===== config.mk =====
export PLATFORM = sky130hd
export DESIGN_NAME = vending_core
export DESIGN_NICKNAME = d
export VERILOG_FILES = /design/src/rtl/vending_pkg.sv /design/src/rtl/vending_timer.sv /design/src/rtl/vending_core.sv
export SDC_FILE = /design/constraint.sdc
export NUM_CORES = 1
export LEC_CHECK = 0
export BUFFER_PORTS_ARGS = -buffer_cell sky130_fd_sc_hd__buf_4
export CAP_MARGIN = 0
export CORE_ASPECT_RATIO = 0.6
export CORE_MARGIN = 8
export CORE_UTILIZATION = 45
export CTS_BUF_LIST = sky130_fd_sc_hd__clkbuf_4 sky130_fd_sc_hd__clkbuf_8 sky130_fd_sc_hd__clkbuf_16
export CTS_CLUSTER_DIAMETER = 50
export DETAILED_ROUTE_END_ITERATION = 6
export PLACE_DENSITY = 0.69
export RECOVER_POWER = 50
export REMOVE_ABC_BUFFERS = 1
export SETUP_SLACK_MARGIN = 0.3
export SLEW_MARGIN = 25
export SYNTH_ARGS = -nofsm -noshare
export SYNTH_HDL_FRONTEND = slang
export SYNTH_SLANG_ARGS = --single-unit
export TNS_END_PERCENT = 50

===== constraint.sdc =====
create_clock -name clk -period 6.65 [get_ports clk]
set_input_delay 0.665 -clock clk [delete_from_list [all_inputs] [get_ports clk]]
set_output_delay 0.665 -clock clk [all_outputs]
set_load 0.03 [all_outputs]

===== src/rtl/vending_pkg.sv =====
// Shared types and helpers for the vending machine state/output stage.
package vending_pkg;

  typedef enum logic [1:0] {
    IDLE   = 2'd0,
    CREDIT = 2'd1,
    RETURN = 2'd2
  } vend_state_t;

  localparam int DEF_NUM_ITEMS      = 4;
  localparam int DEF_NUM_COINS      = 3;
  localparam int DEF_TOTAL_BITS     = 16;
  localparam int DEF_PRICE_BITS     = 16;
  localparam int DEF_STOCK_BITS     = 4;
  localparam int DEF_TIMEOUT_CYCLES = 100;

  // Widest field and bus the unpack helper handles.
  localparam int FIELD_MAX = 32;
  localparam int BUS_MAX   = 1024;

  function automatic logic [FIELD_MAX-1:0] unpack_field(
    input logic [BUS_MAX-1:0] bus,
    input int                 idx,
    input int                 width
  );
    logic [BUS_MAX-1:0]   shifted;
    logic [FIELD_MAX-1:0] mask;
    shifted = bus >> (idx * width);
    mask    = (width >= FIELD_MAX) ? '1 : ((FIELD_MAX'(1) << width) - FIELD_MAX'(1));
    return shifted[FIELD_MAX-1:0] & mask;
  endfunction

endpackage


===== src/rtl/vending_timer.sv =====
// Inactivity down-counter; flags expiry while counting down its final cycle.
module vending_timer
  import vending_pkg::*;
#(
  parameter int TIMEOUT_CYCLES = DEF_TIMEOUT_CYCLES
) (
  input  logic clk,
  input  logic reset_n,
  input  logic reload,
  input  logic count_en,
  output logic expired
);

  localparam int            TW         = $clog2(TIMEOUT_CYCLES + 1);
  localparam logic [TW-1:0] RELOAD_VAL = TW'(TIMEOUT_CYCLES);

  logic [TW-1:0] count;

  always_ff @(posedge clk or negedge reset_n) begin
    if (!reset_n) begin
      count <= RELOAD_VAL;
    end else if (reload) begin
      count <= RELOAD_VAL;
    end else if (count_en && (count != '0)) begin
      count <= count - TW'(1);
    end
  end

  // Raised on the last counted cycle so the owner leaves CREDIT on the edge
  // where the count reaches zero.
  assign expired = count_en && !reload && (count <= TW'(1));

endmodule


===== src/rtl/vending_core.sv =====
// Vending machine state/output stage: credit, dispense, greedy change return.
//   state  | meaning
//   IDLE   | no credit held
//   CREDIT | credit held, inactivity timer running
//   RETURN | ejecting change one coin per cycle
module vending_core
  import vending_pkg::*;
#(
  parameter int NUM_ITEMS      = DEF_NUM_ITEMS,
  parameter int NUM_COINS      = DEF_NUM_COINS,
  parameter int TOTAL_BITS     = DEF_TOTAL_BITS,
  parameter int PRICE_BITS     = DEF_PRICE_BITS,
  parameter int STOCK_BITS     = DEF_STOCK_BITS,
  parameter int TIMEOUT_CYCLES = DEF_TIMEOUT_CYCLES
) (
  input  logic                            clk,
  input  logic                            reset_n,
  input  logic [NUM_ITEMS*PRICE_BITS-1:0] i_item_price,
  input  logic [NUM_COINS*PRICE_BITS-1:0] i_coin_value,
  input  logic [NUM_COINS-1:0]            i_input_coin,
  input  logic [NUM_ITEMS-1:0]            i_select_item,
  input  logic                            i_trigger_return,
  input  logic [NUM_ITEMS-1:0]            i_restock,
  output logic [NUM_ITEMS-1:0]            o_output_item,
  output logic [NUM_COINS-1:0]            o_return_coin,
  output logic [NUM_ITEMS-1:0]            o_available_item,
  output logic [TOTAL_BITS-1:0]           o_current_total,
  output logic                            o_busy
);

  // Arithmetic width holds total plus a full multi-hot coin sum without wrap.
  localparam int AW = ((TOTAL_BITS > PRICE_BITS) ? TOTAL_BITS : PRICE_BITS) + NUM_COINS;
  localparam logic [AW-1:0]         TOTAL_MAX = AW'({TOTAL_BITS{1'b1}});
  localparam logic [STOCK_BITS-1:0] STOCK_MAX = '1;

  vend_state_t           state;
  logic [STOCK_BITS-1:0] stock [NUM_ITEMS];

  logic [AW-1:0]          price    [NUM_ITEMS];
  logic [AW-1:0]          coin_val [NUM_COINS];
  logic [AW-1:0]          total_ext;
  logic [AW-1:0]          coin_sum;
  logic [AW-1:0]          sel_price;
  logic [AW-1:0]          credit_calc;
  logic [AW-1:0]          eject_val;
  logic [NUM_COINS-1:0]   eject_hot;
  logic [NUM_ITEMS-1:0]   dispense;
  logic [TOTAL_BITS-1:0]  next_credit;
  logic                   coin_ovf;
  logic                   coin_accept;
  logic                   sel_ok;
  logic                   go_return;
  logic                   timer_reload;
  logic                   timer_count;
  logic                   timer_expired;

  assign total_ext = AW'(o_current_total);

  always_comb begin
    for (int k = 0; k < NUM_ITEMS; k++) begin
      price[k] = AW'(unpack_field(BUS_MAX'(i_item_price), k, PRICE_BITS));
    end
    for (int c = 0; c < NUM_COINS; c++) begin
      coin_val[c] = AW'(unpack_field(BUS_MAX'(i_coin_value), c, PRICE_BITS));
    end
  end

  always_comb begin
    coin_sum = '0;
    for (int c = 0; c < NUM_COINS; c++) begin
      if (i_input_coin[c]) coin_sum = coin_sum + coin_val[c];
    end
    coin_ovf    = (total_ext + coin_sum) > TOTAL_MAX;
    coin_accept = (|i_input_coin) && !coin_ovf;
  end

  // Selection is judged against the credit held before this cycle's coins.
  always_comb begin
    sel_ok    = 1'b0;
    sel_price = '0;
    if ($onehot(i_select_item)) begin
      for (int k = 0; k < NUM_ITEMS; k++) begin
        if (i_select_item[k] && (total_ext >= price[k]) && (stock[k] != '0)) begin
          sel_ok    = 1'b1;
          sel_price = price[k];
        end
      end
    end
    credit_calc = total_ext + (coin_ovf ? '0 : coin_sum) - sel_price;
    next_credit = TOTAL_BITS'(credit_calc);
  end

  // Coin values ascend with index, so the last fitting one is the largest.
  always_comb begin
    eject_hot = '0;
    eject_val = '0;
    for (int c = 0; c < NUM_COINS; c++) begin
      if (coin_val[c] <= total_ext) begin
        eject_hot    = '0;
        eject_hot[c] = 1'b1;
        eject_val    = coin_val[c];
      end
    end
  end

  assign go_return = (state != RETURN) &&
                     (i_trigger_return || ((state == CREDIT) && timer_expired));
  assign dispense  = (sel_ok && (state != RETURN) && !go_return) ? i_select_item : '0;

  assign timer_reload = (state != CREDIT) || coin_accept || sel_ok;
  assign timer_count  = (state == CREDIT);

  vending_timer #(
    .TIMEOUT_CYCLES(TIMEOUT_CYCLES)
  ) u_timer (
    .clk     (clk),
    .reset_n (reset_n),
    .reload  (timer_reload),
    .count_en(timer_count),
    .expired (timer_expired)
  );

  always_ff @(posedge clk or negedge reset_n) begin
    if (!reset_n) begin
      state           <= IDLE;
      o_current_total <= '0;
      o_output_item   <= '0;
      o_return_coin   <= '0;
      o_busy          <= 1'b0;
      for (int k = 0; k < NUM_ITEMS; k++) stock[k] <= STOCK_MAX;
    end else begin
      // Restock overrides a same-cycle dispense of the same slot.
      for (int k = 0; k < NUM_ITEMS; k++) begin
        if (i_restock[k])      stock[k] <= STOCK_MAX;
        else if (dispense[k])  stock[k] <= stock[k] - STOCK_BITS'(1);
      end
      o_output_item <= dispense;
      case (state)
        IDLE, CREDIT: begin
          if (go_return) begin
            state         <= RETURN;
            o_busy        <= 1'b1;
            o_return_coin <= '0;
          end else begin
            o_current_total <= next_credit;
            o_return_coin   <= coin_ovf ? i_input_coin : '0;
            state           <= (next_credit == '0) ? IDLE : CREDIT;
          end
        end
        RETURN: begin
          if (total_ext < coin_val[0]) begin
            state           <= IDLE;
            o_current_total <= '0;
            o_return_coin   <= '0;
            o_busy          <= 1'b0;
          end else begin
            o_return_coin   <= eject_hot;
            o_current_total <= TOTAL_BITS'(total_ext - eject_val);
          end
        end
        default: begin
          state         <= IDLE;
          o_return_coin <= '0;
          o_busy        <= 1'b0;
        end
      endcase
    end
  end

  always_comb begin
    o_available_item = '0;
    for (int k = 0; k < NUM_ITEMS; k++) begin
      o_available_item[k] = !o_busy && (total_ext >= price[k]) && (stock[k] != '0);
    end
  end

endmodule


# After elaboration in Yosys (flattened, before gate mapping)
# Index checks and enable logic that the tools add are counted.
# word_totals
register_bits	49
wordCells	135
in_bits	126
output_inout_bits	28
# op_classes
mux	45
n_eq_ne	8
n_reduce_logical	48
n_lt_le_gt_ge	10
add_sub_neg	14
# ops
op	count
$mux 16	12
$ge 16x16->1	4
$le 16x16->1	3
$add 19x16->19	2
$mux 19	2
$mux 4	9
$pmux 16 s2	1
$sub 16x16->16	2
$logic_and 1x1->1	24
$add 16x19->19	1
$gt 19x16->1 const B	1
$add 16x16->16	1
$logic_not 16->1	1
$lt 16x16->1	1
$reduce_bool 4->1	4
$sub 4x1->4 const B	4
$mux 3	5
$mux 7	2
$reduce_bool 2->1	6
$mux 1	9
$ne 2x2->1 const B	4
$le 7x1->1 const B	1
$reduce_bool 7->1	1
$sub 7x1->7 const B	1
16 further kinds	24

# Depth between registers and ports, before layout
# logic_depth
ltp_word	22
depth_mapped	49
depth_no_buf	46

# Hierarchy
# A second synthesis with hierarchy kept.
# hier_totals
hier_cells	1336
hier_area_um2	10337.4
# modules_own_cells
mod	area_each_um2	n_inst	seq_area_each_um2	cells_each
vending_core	9877.0	1	1071.0	1289
vending_timer	460.4	1	178.9	47

# Least setup slack after synthesis
# Ideal clock, no wire load.
# synth_timing
kind	input-to-reg
startpoint	input port i_input_coin[0]
endpoint	register state[0]
setup_ns	0.129
t_required_ns	6.521
path_stages	46
t_arrival_ns	9.383
setup_slack_ns	-2.862
path_cell_list	clkbuf_1 -> clkbuf_1 -> clkbuf_1 -> nand2_1 -> inv_1 -> fa_1 -> maj3_1 -> a31oi_1 -> o21bai_1 -> a21oi_1 -> xnor2_1 -> nand2_1 -> xor2_1 -> ha_1 -> o21a_1 -> o21a_1 -> o41a_1 -> o41a_1 -> [10 not listed] -> mux2i_1 -> a221o_1 -> nand2_1 -> nand2_1 -> fa_1 -> inv_1 -> fa_1 -> a21o_1 -> a21oi_1 -> nor2b_1 -> o211ai_1 -> a21oi_1 -> o21ai_0 -> a21oi_1 -> a31oi_1 -> xnor2_1 -> nor4b_1 -> a21oi_1
# synth_via
elab_chain_cells	19
elab_cells_between_ends	25
classes_between	add/sub (5); order compare (1); mux (7); reduce/logical (12)
# synth_lines
element	line	source
start, declared	vending_core.sv:20	input logic [NUM_COINS-1:0] i_input_coin,
branches (longest 17 deep; another with $add 19x16->19)	-	
$mux 2 (*)	vending_core.sv:140	if (go_return) begin
$pmux 2 s2 (*)	vending_core.sv:138	case (state)
end signal, assigned	vending_core.sv:147	state <= (next_credit == '0) ? IDLE : CREDIT;
end, declared	vending_core.sv:36	vend_state_t state;
# Every way passes the cells marked *.
# A chain may end at the register's enable or synchronous reset.

# Worst setup path in the final report
# layout_timing
startpoint	input port i_coin_value[0]
endpoint	register state[0]
# layout_via
elab_chain_cells	19
elab_cells_between_ends	26
classes_between	add/sub (5); order compare (2); eq/ne (1); mux (7); reduce/logical (11)
# layout_lines
element	line	source
start, declared	vending_core.sv:19	input logic [NUM_COINS*PRICE_BITS-1:0] i_coin_value,
branches (longest 19 deep; another with $add 19x16->19)	-	
# Several ways; the timed one is not identified.

==> flow_summary.yaml <==
synth:
  synth_cells: 1383
  yosys.area.top_type: "ha_1"
  synth_ff_type: "dfrtp_1"
  yosysWarnings: 0
  synth_edf_count: 0
  synth_area_leaders: "ha_1 24%, dfrtp_1 7.3%, inv_1 6.0%, a21oi_1 5.2%, nand2_1 4.9%"
  synth_simple_gate_area_frac: 0.204
  muxShareOfSynthArea: 0.0160
  yosys.area.top_type_share: 0.241
  yosysSeqAreaShare: 0.121
  synth_top_family_by_area: "adder cells"
  synth_fa_ha_area_frac: 0.281
  synth_compound_area_frac: 0.244
  synth_most_common_cell: "ha_1"
  ys_types: 78
  ys_async_sr_fraction: 1.00
  ys_ff_latch: 49
  synthXorXnorAreaFrac: 0.0586
  synth_commonest_cells: "199 x ha_1, 166 x inv_1, 135 x nand2_1"
  synth_area_um2: 10300
  syn_avg_cell_area_um2: 7.46
placed_design:
  place_ws_ns: -3.65
  gpl.final_weighted_congestion: 0.933
  placed_cell_area_um2: 13600
  place_inst: 2061
  dp_hpwl_um: 32400
  port_buffers: 153
min_path:
  min_from: "u_timer.count[6]$_DFFE_PN1P_"
  hold_path_class: "reg -> reg"
  hold-path-cell-count: 2
  holdPathEnd: "u_timer.count[6]$_DFFE_PN1P_"
worst_setup_path:
  arrival_ns: 9.34
  critPathSlowestCell: "or4b_4"
  reg2reg_slack_ns: 0.34
  start_kind: "primary input"
  critPathCaptureType: "flip-flop"
  critPathBufInv: 6
  cpMostUsedCell: "a21oi_2"
  cp.required_ns: 6.84
  reg2reg_depth: 22
  r2r-end: "o_current_total[15]$_DFFE_PN0P_"
  slowest_delay_ns: 0.51
  cp_max_fo: 13
  cp-startpoint: "i_coin_value[0]"
  regToRegStartpoint: "o_current_total[2]$_DFFE_PN0P_"
  critPathKind: "in -> reg"
  critical-path-top-delay-family: "compound AO/OA/AOI/OAI gates"
grt:
  antenna_found_initial: 0
  grt_pass1_vias: 11786
  grt_max_degree: 50
  grt_use_total: 0.270
  grt_overflow_total: 0
  grt_pass1_wl_um: 61800
drt:
  drtPass1Iterations: 5
  vias_per_cell: 5.65
  drtIter0Drc: 1409
  vias: 11812
  drt-total-wl_um: 39400
  drc: 0
  routedWlPerCell_um: 18.8
  ant_nets: 0
outcome:
  status: "finished with violations"
  failed_checks: "max-capacitance violations, max-slew violations, negative setup slack"
floorplanning:
  io_pins: 154
  core_um2: 22800
  die_w_um: 211
  start_util: 0.452
  die_h_um: 133
  num_rows: 43
  die-area_um2: 28200
job:
  drv_cap: 1
sta:
  drv_slew: 50
  tightestPinTransition_ns: 2.97
  whs_ns: 0.473
  max_slew_margin: -0.981
  min_period_ns: 9.15
  grt_setup_unrepaired: "yes"
  worst_slack_ns: -2.50
  setup_violations: 29
  finalHoldViolations: 0
  fin_skew_ns: 0.00448
  max_freq_ghz: 0.109
  fin_setup_tns_ns: -31.10
  period_share: 1.38
cells_and_area:
  layout.cells.non_filler: 2090
  fillerInstances: 1989
  multi_input_area_um2: 8810
  final_area_um2: 14500
  finalNetCount: 2119
  drive_gt1_frac: 0.314
  regArea_um2: 1250
  syn_to_final_growth_pct: 40.5
  fin_util: 0.635
  antenna-diode-count: 0
clock_network:
  numClockSinks: 49
  hold_buffers: 0
  insertion_delay_ns: 0.31
  cts_buffers: 5
  h-tree-depth: 2
  cts_tree: "built"
  path_clk_slew_ns: 0.08
  cts_buffer_depth: 2
  cts_root_buf: "clkbuf_16"
power:
  power_mw: 8.71
  ir_drop_uv: 549
  p_per_area_nw_per_um2: 601
  leakagePower_nw: 7.38
-- final cells by class --
class / count / area share
Multi-Input combinational cell: 1131 / 0.608
Timing Repair Buffer: 420 / 0.225
Sequential cell: 49 / 0.0862
Inverter: 167 / 0.0432
Tap cell: 315 / 0.0272
Clock buffer: 5 / 0.00863
Clock inverter: 3 / 0.00147
-- cells in the final DEF, fill, tap and decap left out, types with 15 or more instances in the layout --
| master | n |
|---|---|
| o21a_1 | 25 |
| a21o_1 | 29 |
| dfrtp_1 | 30 |
| o21ai_0 | 48 |
| a311oi_1 | 15 |
| xor2_1 | 24 |
| nor2_1 | 121 |
| nand2b_1 | 23 |
| a21oi_2 | 16 |
| a221oi_1 | 16 |
| xnor2_1 | 33 |
| buf_4 | 396 |
| nand3_1 | 37 |
| ha_1 | 193 |
| inv_1 | 162 |
| nand4_1 | 16 |
| fa_1 | 18 |
| nor3_1 | 32 |
| buf_6 | 19 |
| nand2_1 | 131 |
| a21oi_1 | 91 |
| dfstp_2 | 19 |
-- worst max-delay path by stage --
stage                                 to  cells after the start  slack (ns)
floorplan           state[0]$_DFFE_PN0P_                     43       -2.63
global placement    state[0]$_DFFE_PN0P_                     44       -3.29
detailed placement  state[0]$_DFFE_PN0P_                     44       -3.65
CTS                 state[0]$_DFFE_PN0P_                     47       -2.47
global route        state[0]$_DFFE_PN0P_                     47       -2.95
finish              state[0]$_DFFE_PN0P_                     47       -2.50
-- logic make-up (layout without fill, tap and decap cells) --
kind of cell               after synthesis  in the layout
adders and majority gates              220            220
xor gates and xnor gates                69             69
and+or+nand+nor                        448            448
buffers and inverters                  203            595
DFF                                     49             49
muxes                                   15             15
AOI/OAI and AO/OA                      379            379
-- registers in the layout (all words and copies together) (netlist names) --
register	cells
state	2
u_timer.count	7
o_busy	1
o_current_total	16
stock	16
o_return_coin	3
o_output_item	4
-- what timing repair did --
| action | CTS | global route |
|---|---|---|
| pin swaps | 63 | 40 |
| setup buffers | 17 | 4 |
| endpoints found under the setup margin | 29 | 29 |
| hold endpoints to repair | 0 | 0 |
| resized for setup | 93 | 49 |
-- routing by layer --
| layer | global-route usage | routed length [µm] | share of wire |
|---|---|---|---|
| met1 | 0.397 | 18400 | 0.47 |
| met2 | 0.403 | 16400 | 0.42 |
| met3 | 0.0622 | 4230 | 0.11 |
| met4 | 0.0312 | 350 | 0.0089 |
| met5 | 0 | 0 | 0 |
-- report_power, final --
group	leakage (nW)	internal, mW	switching [mW]
combinational	6.73	3.84	4.07
sequential	0.579	0.383	0.131
clock	0.0718	0.141	0.142
total	7.38	4.37	4.34
-- worst register-to-register path: cells and delay by family (launching register included) --
kind	cells	cell delay (ns)
fa+ha+maj	2	0.68
simple gates	6	1.65
compound gates	12	2.79
flops	1	0.61
buf+inv	2	0.46
(Power assumes the default switching activity.)
